==> config.mk <==
export PLATFORM = sky130hd
export DESIGN_NAME = load_store_align_flat
export DESIGN_NICKNAME = d
export VERILOG_FILES = /design/src/rtl/lsu_pkg.sv /design/src/rtl/load_store_align_if.sv /design/src/rtl/lsu_lane_extract.sv /design/src/rtl/load_store_align.sv /design/src/flat_wrapper.sv
export SDC_FILE = /design/constraint.sdc
export NUM_CORES = 1
export LEC_CHECK = 0
export CELL_PAD_IN_SITES_DETAIL_PLACEMENT = 1
export CELL_PAD_IN_SITES_GLOBAL_PLACEMENT = 1
export CORE_UTILIZATION = 30
export CTS_CLUSTER_SIZE = 14
export DETAILED_ROUTE_END_ITERATION = 8
export HOLD_SLACK_MARGIN = 0.1
export PLACE_DENSITY = 0.8
export SYNTH_ARGS = -nofsm -noshare
export SYNTH_HDL_FRONTEND = slang
export SYNTH_SLANG_ARGS = --single-unit
==> constraint.sdc <==
create_clock -name clk -period 3.4 [get_ports clk]
set_clock_uncertainty 0.2 [all_clocks]
set_input_delay 0.34 -clock clk [delete_from_list [all_inputs] [get_ports clk]]
set_output_delay 0.34 -clock clk [all_outputs]
set_load 0.05 [all_outputs]
==> src/rtl/lsu_pkg.sv <==
// Shared encodings and helpers for the load/store alignment unit.
package lsu_pkg;

    typedef enum logic [2:0] {
        OP_LB  = 3'b000,
        OP_LH  = 3'b001,
        OP_LW  = 3'b010,
        OP_SW  = 3'b011,
        OP_LBU = 3'b100,
        OP_LHU = 3'b101,
        OP_SB  = 3'b110,
        OP_SH  = 3'b111
    } op_e;

    typedef enum logic [2:0] {
        S_IDLE,
        S_READ,
        S_WAIT,
        S_WRITE,
        S_DONE
    } state_e;

    localparam int CNT_W = 3;

    function automatic logic is_load(op_e op);
        return op inside {OP_LB, OP_LH, OP_LW, OP_LBU, OP_LHU};
    endfunction

    function automatic logic is_unsigned(op_e op);
        return op inside {OP_LBU, OP_LHU};
    endfunction

    function automatic int size_bytes(op_e op);
        case (op)
            OP_LB, OP_LBU, OP_SB: return 1;
            OP_LH, OP_LHU, OP_SH: return 2;
            default:              return 4;
        endcase
    endfunction

    // Maps a byte's memory-order index to the bit lane that holds it.
    function automatic int lane_idx(int k, int lanes, logic big_endian);
        return big_endian ? (lanes - 1 - k) : k;
    endfunction

    function automatic logic is_misaligned(op_e op, logic [1:0] lo);
        case (size_bytes(op))
            2:       return lo[0];
            4:       return |lo;
            default: return 1'b0;
        endcase
    endfunction

endpackage

==> src/rtl/load_store_align_if.sv <==
// Request/response and memory-side signals of the load/store alignment unit.
interface load_store_align_if #(
    parameter int DATA_W = 32,
    parameter int ADDR_W = 32
) ();
    logic              start;
    logic [2:0]        op;
    logic [ADDR_W-1:0] addr;
    logic [DATA_W-1:0] wdata;
    logic [DATA_W-1:0] mem_rdata;
    logic [ADDR_W-1:0] mem_addr;
    logic              mem_re;
    logic              mem_we;
    logic [DATA_W-1:0] mem_wdata;
    logic [DATA_W-1:0] rdata;
    logic              busy;
    logic              done;
    logic              misalign_exc;

    modport slave (
        input  start, op, addr, wdata, mem_rdata,
        output mem_addr, mem_re, mem_we, mem_wdata, rdata, busy, done, misalign_exc
    );

    modport master (
        output start, op, addr, wdata, mem_rdata,
        input  mem_addr, mem_re, mem_we, mem_wdata, rdata, busy, done, misalign_exc
    );
endinterface

==> src/rtl/lsu_lane_extract.sv <==
// Combinational byte/half/word extraction with extension, and store-data merge
// into the addressed lanes of a memory word.
module lsu_lane_extract
    import lsu_pkg::*;
#(
    parameter int DATA_W     = 32,
    parameter bit BIG_ENDIAN = 1'b0
) (
    input  op_e                         op_i,
    input  logic [$clog2(DATA_W/8)-1:0] ofs_i,
    input  logic [DATA_W-1:0]           word_i,
    input  logic [DATA_W-1:0]           wdata_i,
    output logic [DATA_W-1:0]           ext_o,
    output logic [DATA_W-1:0]           merged_o
);
    localparam int LANES = DATA_W / 8;
    localparam int OFS_W = $clog2(LANES);

    logic [LANES-1:0][7:0] word_b;
    logic [LANES-1:0][7:0] merged_b;
    logic [3:0][7:0]       src_b;
    logic [3:0][7:0]       raw_b;
    logic [OFS_W-1:0]      lane;
    logic [OFS_W-1:0]      phys;
    logic [DATA_W-1:0]     mask;
    logic                  sgn;
    int                    nb;

    assign word_b = word_i;
    assign src_b  = wdata_i[31:0];

    // Result byte j is the j-th least significant byte of the access, so in
    // big-endian mode it comes from the highest address of the access.
    always_comb begin
        nb       = size_bytes(op_i);
        raw_b    = '0;
        merged_b = word_b;
        lane     = '0;
        phys     = '0;
        for (int j = 0; j < 4; j++) begin
            if (j < nb) begin
                lane = BIG_ENDIAN ? OFS_W'(int'(ofs_i) + nb - 1 - j) : OFS_W'(int'(ofs_i) + j);
                phys = OFS_W'(lane_idx(int'(lane), LANES, BIG_ENDIAN));
                raw_b[2'(j)]   = word_b[phys];
                merged_b[phys] = src_b[2'(j)];
            end
        end
        case (nb)
            1:       begin mask = DATA_W'(32'h0000_00FF); sgn = raw_b[0][7]; end
            2:       begin mask = DATA_W'(32'h0000_FFFF); sgn = raw_b[1][7]; end
            default: begin mask = DATA_W'(32'hFFFF_FFFF); sgn = raw_b[3][7]; end
        endcase
        sgn      = sgn & ~is_unsigned(op_i);
        ext_o    = DATA_W'(raw_b) | ({DATA_W{sgn}} & ~mask);
        merged_o = merged_b;
    end

endmodule

==> src/rtl/load_store_align.sv <==
// Multicycle load/store alignment unit: request latch, sequencing FSM,
// memory wait counter and result/write-buffer registers.
module load_store_align
    import lsu_pkg::*;
#(
    parameter int DATA_W     = 32,
    parameter int ADDR_W     = 32,
    parameter int MEM_LAT    = 1,
    parameter bit BIG_ENDIAN = 1'b0
) (
    input logic              clk,
    input logic              reset,
    load_store_align_if.slave bus
);
    localparam int LANES = DATA_W / 8;
    localparam int OFS_W = $clog2(LANES);

    state_e            state_q, state_d;
    logic [CNT_W-1:0]  cnt_q, cnt_d;
    op_e               op_q, op_d;
    logic [ADDR_W-1:0] addr_q, addr_d;
    logic [DATA_W-1:0] wdata_q, wdata_d;
    logic [DATA_W-1:0] wbuf_q, wbuf_d;
    logic [DATA_W-1:0] rdata_q, rdata_d;
    logic              exc_q, exc_d;
    logic [DATA_W-1:0] ext;
    logic [DATA_W-1:0] merged;
    op_e               op_in;

    assign op_in = op_e'(bus.op);

    lsu_lane_extract #(
        .DATA_W     (DATA_W),
        .BIG_ENDIAN (BIG_ENDIAN)
    ) u_lane (
        .op_i     (op_q),
        .ofs_i    (addr_q[OFS_W-1:0]),
        .word_i   (bus.mem_rdata),
        .wdata_i  (wdata_q),
        .ext_o    (ext),
        .merged_o (merged)
    );

    always_ff @(posedge clk) begin
        if (reset) begin
            state_q <= S_IDLE;
            cnt_q   <= '0;
            op_q    <= OP_LB;
            addr_q  <= '0;
            wdata_q <= '0;
            wbuf_q  <= '0;
            rdata_q <= '0;
            exc_q   <= 1'b0;
        end else begin
            state_q <= state_d;
            cnt_q   <= cnt_d;
            op_q    <= op_d;
            addr_q  <= addr_d;
            wdata_q <= wdata_d;
            wbuf_q  <= wbuf_d;
            rdata_q <= rdata_d;
            exc_q   <= exc_d;
        end
    end

    always_comb begin
        state_d = state_q;
        cnt_d   = cnt_q;
        op_d    = op_q;
        addr_d  = addr_q;
        wdata_d = wdata_q;
        wbuf_d  = wbuf_q;
        rdata_d = rdata_q;
        exc_d   = exc_q;
        case (state_q)
            S_IDLE: begin
                if (bus.start) begin
                    op_d    = op_in;
                    addr_d  = bus.addr;
                    wdata_d = bus.wdata;
                    exc_d   = is_misaligned(op_in, bus.addr[1:0]);
                    if (is_misaligned(op_in, bus.addr[1:0])) begin
                        state_d = S_DONE;
                    end else if (op_in == OP_SW && DATA_W == 32) begin
                        // Full-word store: nothing to preserve, skip the read.
                        wbuf_d  = bus.wdata;
                        state_d = S_WRITE;
                    end else begin
                        state_d = S_READ;
                    end
                end
            end
            S_READ: begin
                cnt_d   = CNT_W'(MEM_LAT);
                state_d = S_WAIT;
            end
            S_WAIT: begin
                cnt_d = cnt_q - CNT_W'(1);
                if (cnt_q == CNT_W'(1)) begin
                    if (is_load(op_q)) begin
                        rdata_d = ext;
                        state_d = S_DONE;
                    end else begin
                        wbuf_d  = merged;
                        state_d = S_WRITE;
                    end
                end
            end
            S_WRITE: state_d = S_DONE;
            S_DONE:  state_d = S_IDLE;
            default: state_d = S_IDLE;
        endcase
    end

    assign bus.mem_addr     = {addr_q[ADDR_W-1:OFS_W], {OFS_W{1'b0}}};
    assign bus.mem_re       = (state_q == S_READ);
    assign bus.mem_we       = (state_q == S_WRITE);
    assign bus.mem_wdata    = wbuf_q;
    assign bus.rdata        = rdata_q;
    assign bus.busy         = (state_q != S_IDLE);
    assign bus.done         = (state_q == S_DONE);
    assign bus.misalign_exc = (state_q == S_DONE) && exc_q;

endmodule
==> src/flat_wrapper.sv <==
// flat-port wrapper written by rule: the top's interface ports become plain ports
module load_store_align_flat import lsu_pkg::*;
#(
    parameter int DATA_W     = 32,
    parameter int ADDR_W     = 32,
    parameter int MEM_LAT    = 1,
    parameter bit BIG_ENDIAN = 1'b0
)
  (clk, reset, bus_start, bus_op, bus_addr, bus_wdata, bus_mem_rdata, bus_mem_addr, bus_mem_re, bus_mem_we, bus_mem_wdata, bus_rdata, bus_busy, bus_done, bus_misalign_exc);
  load_store_align_if #(.DATA_W(DATA_W), .ADDR_W(ADDR_W)) bus_i ();
  input logic clk;
  input logic reset;
  input wire logic [$bits(bus_i.start)-1:0] bus_start;
  input wire logic [$bits(bus_i.op)-1:0] bus_op;
  input wire logic [$bits(bus_i.addr)-1:0] bus_addr;
  input wire logic [$bits(bus_i.wdata)-1:0] bus_wdata;
  input wire logic [$bits(bus_i.mem_rdata)-1:0] bus_mem_rdata;
  output wire logic [$bits(bus_i.mem_addr)-1:0] bus_mem_addr;
  output wire logic [$bits(bus_i.mem_re)-1:0] bus_mem_re;
  output wire logic [$bits(bus_i.mem_we)-1:0] bus_mem_we;
  output wire logic [$bits(bus_i.mem_wdata)-1:0] bus_mem_wdata;
  output wire logic [$bits(bus_i.rdata)-1:0] bus_rdata;
  output wire logic [$bits(bus_i.busy)-1:0] bus_busy;
  output wire logic [$bits(bus_i.done)-1:0] bus_done;
  output wire logic [$bits(bus_i.misalign_exc)-1:0] bus_misalign_exc;
  assign bus_i.start = bus_start;
  assign bus_i.op = bus_op;
  assign bus_i.addr = bus_addr;
  assign bus_i.wdata = bus_wdata;
  assign bus_i.mem_rdata = bus_mem_rdata;
  assign bus_mem_addr = bus_i.mem_addr;
  assign bus_mem_re = bus_i.mem_re;
  assign bus_mem_we = bus_i.mem_we;
  assign bus_mem_wdata = bus_i.mem_wdata;
  assign bus_rdata = bus_i.rdata;
  assign bus_busy = bus_i.busy;
  assign bus_done = bus_i.done;
  assign bus_misalign_exc = bus_i.misalign_exc;
  load_store_align #(.DATA_W(DATA_W), .ADDR_W(ADDR_W), .MEM_LAT(MEM_LAT), .BIG_ENDIAN(BIG_ENDIAN)) u_core (.clk(clk), .reset(reset), .bus(bus_i));
endmodule
# Word-level counts from Yosys, hierarchy flattened
# Cells that the tools add are included.
[op_classes] add_sub_neg=4 n_lt_le_gt_ge=12 eq_ne=26 mux=44 bitwise=5 n_reduce_logical=22
[op_table] op="$mux 32" count=11
[op_table] op="$bwmux 32" count=4
[op_table] op="$pmux 32 s2" count=2
[op_table] op="$demux 8 s2" count=4
[op_table] op="$eq 32x2->1 const B" count=2
[op_table] op="$lt 3x32->1 const A" count=2
[op_table] op="$mux 8" count=8
[op_table] op="$and 32x32->32" count=1
[op_table] op="$bmux 8 s2" count=2
[op_table] op="$eq 32x1->1 const B" count=1
[op_table] op="$eq 32x3->1 const B" count=1
[op_table] op="$lt 2x32->1 const A" count=1
[op_table] op="$not 32->32" count=1
[op_table] op="$or 16x32->32" count=1
[op_table] op="$eq 3x3->1 const B" count=9
[op_table] op="$pmux 3 s2" count=3
[op_table] op="$eq 3x1->1 const B" count=4
[op_table] op="$eq 3x2->1 const B" count=4
[op_table] op="$lt 2x3->1 const B" count=4
[op_table] op="$mux 3" count=4
[op_table] op="$pmux 3 s4" count=1
[op_table] op="$reduce_or 3->1" count=4
[op_table] op="$logic_not 3->1" count=3
[op_table] op="$ge 2x1->1 const B" count=4
[op_table] op="19 further kinds" count=32
[totals] regBits=122 in_bits=102 out_inout_bits=101 word_cells=121

# Logic depth before layout (Yosys ltp)
# Gate-level depths: netlist (run 1).
[depth] word_depth=15 depth_mapped=11 mapped_depth_nobuf=9

# By module
# Synthesis (run 1) repeated with hierarchy kept, for this count alone.
[hier_totals] cells_unflattened=940 hier_area_um2=7597.3
[modules_own_cells] mod="load_store_align" instances=1 cells_per_inst=742 area_per_inst_um2=5939.4 seq_area_each_um2=2762.6
[modules_own_cells] mod="lsu_lane_extract" instances=1 cells_per_inst=198 area_per_inst_um2=1657.8 seq_area_each_um2=0.0

# Least setup slack after synthesis (run 1)
# Ideal clock, no wire load.
[synth_timing] kind="register to register" start="register u_core.addr_q[0]" end="register u_core.rdata_q[15] (netlist: u_core.bus.rdata[15])" setup_ps=143 arrival_time_ps=3082 t_required_ps=3057 setup_slack_ps=-25 path_stages_with_launch=10 n_path_buf=3 synth_period_minus_slack_ps=3425 path_cell_list="dfxtp_1 -> buf_2 -> clkbuf_1 -> inv_1 -> ha_1 -> clkbuf_1 -> mux4_2 -> a31o_2 -> a31oi_1 -> a211oi_1"
[synth_between] elab_chain_cells=8 word_cells_on_any_way=11 classes_between="add/sub: 1; mux: 7; bitwise: 3"
[synth_rtl] item="from (decl)" line_no="load_store_align.sv:21" source="logic [ADDR_W-1:0] addr_q, addr_d;"
[synth_rtl] item="from (signal assigned)" line_no="load_store_align.sv:58" source="addr_q <= addr_d;"
[synth_rtl] item="$add 2x1->2" line_no="lsu_lane_extract.sv:42" source="lane = BIG_ENDIAN ? OFS_W'(int'(ofs_i) + nb - 1 - j) : OFS_W'(int'(ofs_i) + j);"
[synth_rtl] item="$bmux 8 s2" line_no="lsu_lane_extract.sv:44" source="raw_b[2'(j)] = word_b[phys];"
[synth_rtl] item="$mux 8 (not written as such)" line_no="lsu_lane_extract.sv:44"
[synth_rtl] item="$mux 8" line_no="lsu_lane_extract.sv:41" source="if (j < nb) begin"
[synth_rtl] item="$pmux 1 s2" line_no="lsu_lane_extract.sv:48" source="case (nb)"
[synth_rtl] item="$and 1x1->1" line_no="lsu_lane_extract.sv:53" source="sgn = sgn & ~is_unsigned(op_i);"
[synth_rtl] item="$and 32x32->32" line_no="lsu_lane_extract.sv:54" source="ext_o = DATA_W'(raw_b) | ({DATA_W{sgn}} & ~mask);"
[synth_rtl] item="$or 16x32->32 (*)" line_no="lsu_lane_extract.sv:54"
[synth_rtl] item="to (signal assigned)" line_no="load_store_align.sv:61" source="rdata_q <= rdata_d;"
[synth_rtl] item="to (decl)" line_no="load_store_align.sv:24" source="logic [DATA_W-1:0] rdata_q, rdata_d;"
# Every way passes the cells marked *; elsewhere a longest branch is shown, timed or not. The select of a mux whose other input is x is not followed.
# A chain may end at the register's enable or synchronous reset.

# Worst setup path after layout (run 1)
[layout_timing] start="register u_core.op_q[2]" end="register u_core.wbuf_q[25] (netlist: u_core.bus.mem_wdata[25])"
[layout_between] elab_chain_cells=14 word_cells_on_any_way=27 classes_between="order compare: 4; eq/ne: 7; mux: 11; reduce/logical: 5"
[layout_rtl] item="from (decl)" line_no="load_store_align.sv:20" source="op_e op_q, op_d;"
[layout_rtl] item="from (signal assigned)" line_no="load_store_align.sv:57" source="op_q <= op_d;"
[layout_rtl] item="parallel branches: the longest is 14 deep, another holds $lt 2x32->1"
[layout_rtl] item="to (signal assigned)" line_no="load_store_align.sv:60" source="wbuf_q <= wbuf_d;"
[layout_rtl] item="to (decl)" line_no="load_store_align.sv:23" source="logic [DATA_W-1:0] wbuf_q, wbuf_d;"
# Several ways; the timed one is not identified. The select of a mux whose other input is x is not followed.

==> impl_metrics.toml, run 1 <==
[status]
outcome = "finished, final reports clean"

[yosys]
synth_edf_count = 0
synth_cells = 815
ys.flop_type = "dfxtp_1"
avgSynthCellArea_um2 = 7.74
ys_types = 41
ys_ff_latch = 107
async_reset_ff_share_pct = 0
ys_seq_area_share_pct = 34.0
yosys_warnings = 0
synth_area_um2 = 6310

[clock_tree]
cts_resized = 0
cts_setup_buffers = 0
clk_latency_ns = 0.35
cts_buffer_depth = 2
postCtsHoldBufs = 0
cts_tree = "done"
clock-root-buffer = "clkbuf_16"
cts_made_buffers = 9
htreeDepth = 3
cts.reportedPaths.clkPinSlew_ns = 0.08
cts.sink_count = 107

[power_and_ir_drop]
power_density_nw_per_um2 = 458
cellLeakagePower_uw = 0.00308
power_uw = 3900
power_switching_uw = 1410
switching_share_pct = 36.2
p_comb_share_pct = 33.6
p_int_uw = 2490
ir_drop_mv = 0.277
p_seq_share_pct = 36.7
clkPwrFrac_pct = 29.7

[placement]
place.gp.congestion = 0.849
dpl.hpwl_um = 16900
io_buffers = 200

[setup_path]
reg2reg_from = "u_core.op_q[2]$_SDFFE_PP0P_"
path_buf_inv = 2
rr_endpoint = "u_core.bus.mem_wdata[25]$_SDFFE_PP0P_"
critPathKind = "reg2reg"
cp_max_fo = 32
slowest_delay_ns = 0.52
critical-path-slowest-cell = "ha_1"
worstSetupEndpointType = "flop"
timing.reg2reg.setup_slack_ns = 0.33
r2r_cells = 9
path_cells = "nand2b_1 -> nor2b_1 -> ha_1 -> inv_1 -> a21oi_2 -> buf_4 -> nor2_1 -> o221ai_1 -> a311oi_1"
start_kind = "flop"
cp.required_ns = 3.42
cp.arrival_ns = 3.09
cp_top_family = "compound AO/OA/AOI/OAI gates"

[routing]
vias = 6456
viasPerCell = 5.32
drtPass1Iterations = 7
first_iter_violations = 384
drt-wirelength-per-cell_um = 19.2
finalWirelength_um = 23300
drcViolationCount = 0
drtAntennaViolNets = 0

[global_route]
grt_first_pass_wirelength_um = 36300
grt_pass1_vias = 6459
track_usage_pct = 21.7
antenna_found_initial = 0
grt_overflow_total = 0
grt_max_degree = 70

[timing]
slew_violations = 0
tightest_slew_ns = 0.829
setup_tns_ns = 0
rsz0062_at_grt = "false"
fmax_ghz = 0.326
slew_headroom_pct = 44.7
min_period_ns = 3.07
hold_viol = 0
period_share_pct = 90.3
setup_violations = 0

[final_layout]
drive_gt1_share_pct = 10.3
final_common_cell = "clkdlybuf4s50_1"
syn2layout_area_growth_pct = 35.1
n_fill_cell = 2478
most-common-layout-cells = "199 x clkdlybuf4s50_1, 193 x nand2_1, 107 x dfxtp_1"
antennaDiodeCount = 0
layout.nets = 1055

[floorplan]
die_area_um2 = 21600
die_w_um = 147
fp-row-count = 52
dieHeight_um = 147
ioPinCount = 203
floorplan.core_area_um2 = 20400
initial_core_util_pct = 30.9

[min_path]
whs_path_depth = 2
min-delay-start = "u_core.bus.rdata[1]$_SDFFE_PP0P_"
hold_path_class = "reg2reg"
hold_end = "u_core.bus.rdata[1]$_SDFFE_PP0P_"

[run]
maxCapViolCount = 0
==> power by group through the flow <==
stage | Combinational, uW | Clock [uW] | Sequential, uW
after global routing | 1410 | 1240 | 1450
after detailed placement | 1300 | 0 | 1460
after global placement | 1280 | 0 | 1460
after CTS | 1320 | 1190 | 1430
final | 1310 | 1160 | 1430
after floorplan | 833 | 0 | 1490
==> worst max-delay path by stage <==
stage | from | end | cells past startpoint
after global placement | u_core.op_q[2]$_SDFFE_PP0P_ | u_core.bus.mem_wdata[25]$_SDFFE_PP0P_ | 9
after CTS | u_core.op_q[2]$_SDFFE_PP0P_ | u_core.bus.mem_wdata[25]$_SDFFE_PP0P_ | 9
after floorplan | u_core.addr_q[1]$_SDFFE_PP0P_ | u_core.bus.rdata[15]$_SDFFE_PP0P_ | 8
final | u_core.op_q[2]$_SDFFE_PP0P_ | u_core.bus.mem_wdata[25]$_SDFFE_PP0P_ | 9
after global routing | u_core.op_q[2]$_SDFFE_PP0P_ | u_core.bus.mem_wdata[25]$_SDFFE_PP0P_ | 9
after detailed placement | u_core.op_q[2]$_SDFFE_PP0P_ | u_core.bus.mem_wdata[25]$_SDFFE_PP0P_ | 9
==> kinds of logic (layout without fill, tap and decap cells) <==
group	count (synthesis)	count (layout)	share of synthesized area, %
multiplexers	16	16	5.71
flip-flops	107	107	34.0
AO/OA/AOI/OAI	220	220	25.3
buffers and inverters	148	276	12.0
XOR/XNOR	1	1	0.139
AND/OR/NAND/NOR	308	308	20.0
adder cells (fa/ha/maj)	14	14	2.78
other	1	2	0.0594
==> sequential cells by signal (all words and copies together) (netlist names) <==
name,cells
u_core.addr_q,32
u_core.bus.mem_wdata,32
u_core.bus.rdata,17
u_core.wdata_q,16
u_core.cnt_q,3
u_core.op_q,3
u_core.state_q,3
u_core.exc_q,1
==> routing by layer <==
| metal | GRT usage, % | up-vias | part of all wire, % |
|---|---|---|---|
| li1 | - | 3045 | - |
| met2 | 34.8 | 280 | 45 |
| met1 | 26.3 | 3086 | 42 |
| met4 | 8.71 | 0 | 3.6 |
| met3 | 7.76 | 45 | 9.8 |
| met5 | 0 | - | 0 |
==> stage by stage <==
step                      worst slack, ns  std cells  cell area (um2)  hold slack [ns]  utilization (%)
final                               0.330       1214             8520            0.256             41.7
after global routing                0.120       1214             8520            0.274             41.7
after CTS                           0.324       1214             8520            0.257             41.7
after detailed placement            0.383       1198             8200            0.247             40.2
after global placement              0.474       1198             8200            0.241             40.2
after floorplan                     0.113        816             6310            0.232                -
==> worst min-delay path: cells and delay by family (launching register included) <==
family / cells / cell delay, ns
flip-flops: 1 / 0.31
AO/OA/AOI/OAI: 1 / 0.05
AND/OR/NAND/NOR: 1 / 0.05
==> synth_stat cells (all sizes together) (7+ instances only) <==
cell type  count  area (um2)
dfxtp        107        2140
nand2        193         724
mux4          16         360
a21oi         66         330
clkbuf        50         188
nand2b         7        43.8
o221ai        32         280
o21ai         36         180
a311oi        32         330
buf           57         418
nor2          81         312
a31o          33         289
a211oi         9        67.6
nand3          9        45.0
ha            14         175
inv           41         154
==> area by class of cell <==
| class | instances | area, um2 | area share, % |
|---|---|---|---|
| multi-input cells | 561 | 3410 | 40.1 |
| repair buffers | 219 | 2150 | 25.3 |
| flip-flops and latches | 107 | 2140 | 25.1 |
| well taps | 270 | 338 | 3.96 |
| clock buffers | 11 | 233 | 2.73 |
| inverters | 41 | 154 | 1.81 |
| clock inverters | 5 | 85.1 | 0.999 |
Note: power is estimated with default switching activity, not from simulation.
==> run 2, diff against run 1 <==
--- a/config.mk
+++ b/config.mk
@@ -11,7 +11,7 @@
 export CTS_CLUSTER_SIZE = 14
 export DETAILED_ROUTE_END_ITERATION = 8
 export HOLD_SLACK_MARGIN = 0.1
-export PLACE_DENSITY = 0.8
+export PLACE_DENSITY = 0.77
 export SYNTH_ARGS = -nofsm -noshare
 export SYNTH_HDL_FRONTEND = slang
 export SYNTH_SLANG_ARGS = --single-unit
==> run 2 against run 1 <==
Via count barely moved. Worst hold slack got worse by 0.0058 ns. Utilization rose by 0.16 points. Fmax rose by 6.1%. Register-to-register slack improved by 0.21 ns. Sequential share of layout area fell by 0.096 points. Setup slack improved by 0.18 ns.
==> impl_metrics.toml, run 2 (synthesis results as in run 1) <==
[status]
outcome = "finished, final reports clean"

[placement]
io_buffers = 200
dpl.hpwl_um = 16800
place.gp.congestion = 0.838
place_area_um2 = 8240

[final_layout]
finish.instance_area_um2 = 8550
final_common_cell = "clkdlybuf4s50_1"
antennaDiodeCount = 0
drive_gt1_share_pct = 10.7
layout.nets = 1057
most-common-layout-cells = "199 x clkdlybuf4s50_1, 193 x nand2_1, 107 x dfxtp_1"
syn2layout_area_growth_pct = 35.6
n_fill_cell = 2465

[clock_tree]
cts_buffer_depth = 2
cts_tree = "done"
cts_made_buffers = 9
cts.sink_count = 107
cts_resized = 0
cts_setup_buffers = 0
clock-root-buffer = "clkbuf_16"
clk_latency_ns = 0.36
cts.reportedPaths.clkPinSlew_ns = 0.07
postCtsHoldBufs = 0
htreeDepth = 3

[routing]
drtPass1Iterations = 4
drcViolationCount = 0
vias = 6451
drt-wirelength-per-cell_um = 19.1
first_iter_violations = 439
finalWirelength_um = 23300
drtAntennaViolNets = 0
viasPerCell = 5.31

[global_route]
grt_pass1_vias = 6395
antenna_found_initial = 1
grt_max_degree = 67
track_usage_pct = 21.8
grt_first_pass_wirelength_um = 36700
grt_overflow_total = 0

[timing]
tightest_slew_ns = 0.771
rsz0062_at_grt = "false"
setup_tns_ns = 0
fmax_ghz = 0.346
slew_headroom_pct = 48.6
min_period_ns = 2.89
setup_violations = 0
period_share_pct = 85.1
slew_violations = 0
hold_viol = 0

[floorplan]
die_w_um = 147
die_area_um2 = 21600
floorplan.core_area_um2 = 20400
initial_core_util_pct = 30.9
fp-row-count = 52
ioPinCount = 203
dieHeight_um = 147

[setup_path]
start_kind = "flop"
cp.arrival_ns = 2.35
cp_max_fo = 10
timing.reg2reg.setup_slack_ns = 0.54
cp.required_ns = 2.86
r2r_cells = 8
worstSetupEndpointType = "output port"
critPathKind = "reg2out"

[min_path]
hold_path_class = "reg2reg"
whs_path_depth = 2

[run]
maxCapViolCount = 0

[power_and_ir_drop]
ir_drop_mv = 0.251
cellLeakagePower_uw = 0.00309
power_density_nw_per_um2 = 455
==> run 2: cell types whose count changed in the layout (fill, tap and decap cells not counted), sizes merged <==
cell / change
buf: +2
bufinv: -1
clkbuf: -1
clkinvlp: +1
inv: +1
==> run 2: area by class of cell <==
| type | instances | area (um2) | area share [%] |
|---|---|---|---|
| Inverter | 41 | 154 | 1.80 |
| Clock inverter | 6 | 71.3 | 0.834 |
| Timing Repair Buffer | 221 | 2190 | 25.7 |
| Multi-Input combinational cell | 561 | 3410 | 39.9 |
| Clock buffer | 10 | 239 | 2.79 |
| Tap cell | 270 | 338 | 3.95 |
| Sequential cell | 107 | 2140 | 25.0 |
==> run 2: path summary, 6_finish.rpt <==
path / startpoint / end
hold / removal: u_core.exc_q$_SDFFE_PP0P_ / u_core.exc_q$_SDFFE_PP0P_
setup reg to reg: u_core.op_q[2]$_SDFFE_PP0P_ / u_core.bus.mem_wdata[31]$_SDFFE_PP0P_
hold reg to reg: u_core.exc_q$_SDFFE_PP0P_ / u_core.exc_q$_SDFFE_PP0P_
setup / recovery: u_core.state_q[0]$_SDFFE_PP0P_ / bus_mem_re
==> run 2: power by group <==
group | switching, uW | total, uW | leakage (uW) | internal [uW]
registers | 94.1 | 1440 | 0.000872 | 1340
clock network | 523 | 1120 | 0.000146 | 599
logic | 819 | 1330 | 0.00208 | 515
==> run 2: per-stage QoR <==
step	util, %	worst slack, ns	cells	power, uW	hold slack, ns
4_1_cts	41.9	0.474	1216	3940	0.256
3_5_place_dp	40.3	0.580	1200	2790	0.247
2_1_floorplan	-	0.113	816	2320	0.232
3_3_place_gp	40.3	0.647	1200	2770	0.241
5_1_grt	41.9	0.273	1216	4080	0.271
6_report	41.9	0.507	1216	3890	0.251
==> run 2: metal layers <==
layer / GRT usage (%) / up-vias / wire, um
li1: - / 3048 / -
met1: 29.3 / 3083 / 10500
met2: 34.0 / 292 / 10100
met3: 5.90 / 28 / 2220
met4: 6.60 / 0 / 446
met5: 0 / - / 0
==> run 2: critical path, cell delays in order, from the launching register on <==
cell and delay (ns):
dfxtp_1 0.58, nor3b_1 0.48, clkdlybuf4s50_1 0.92
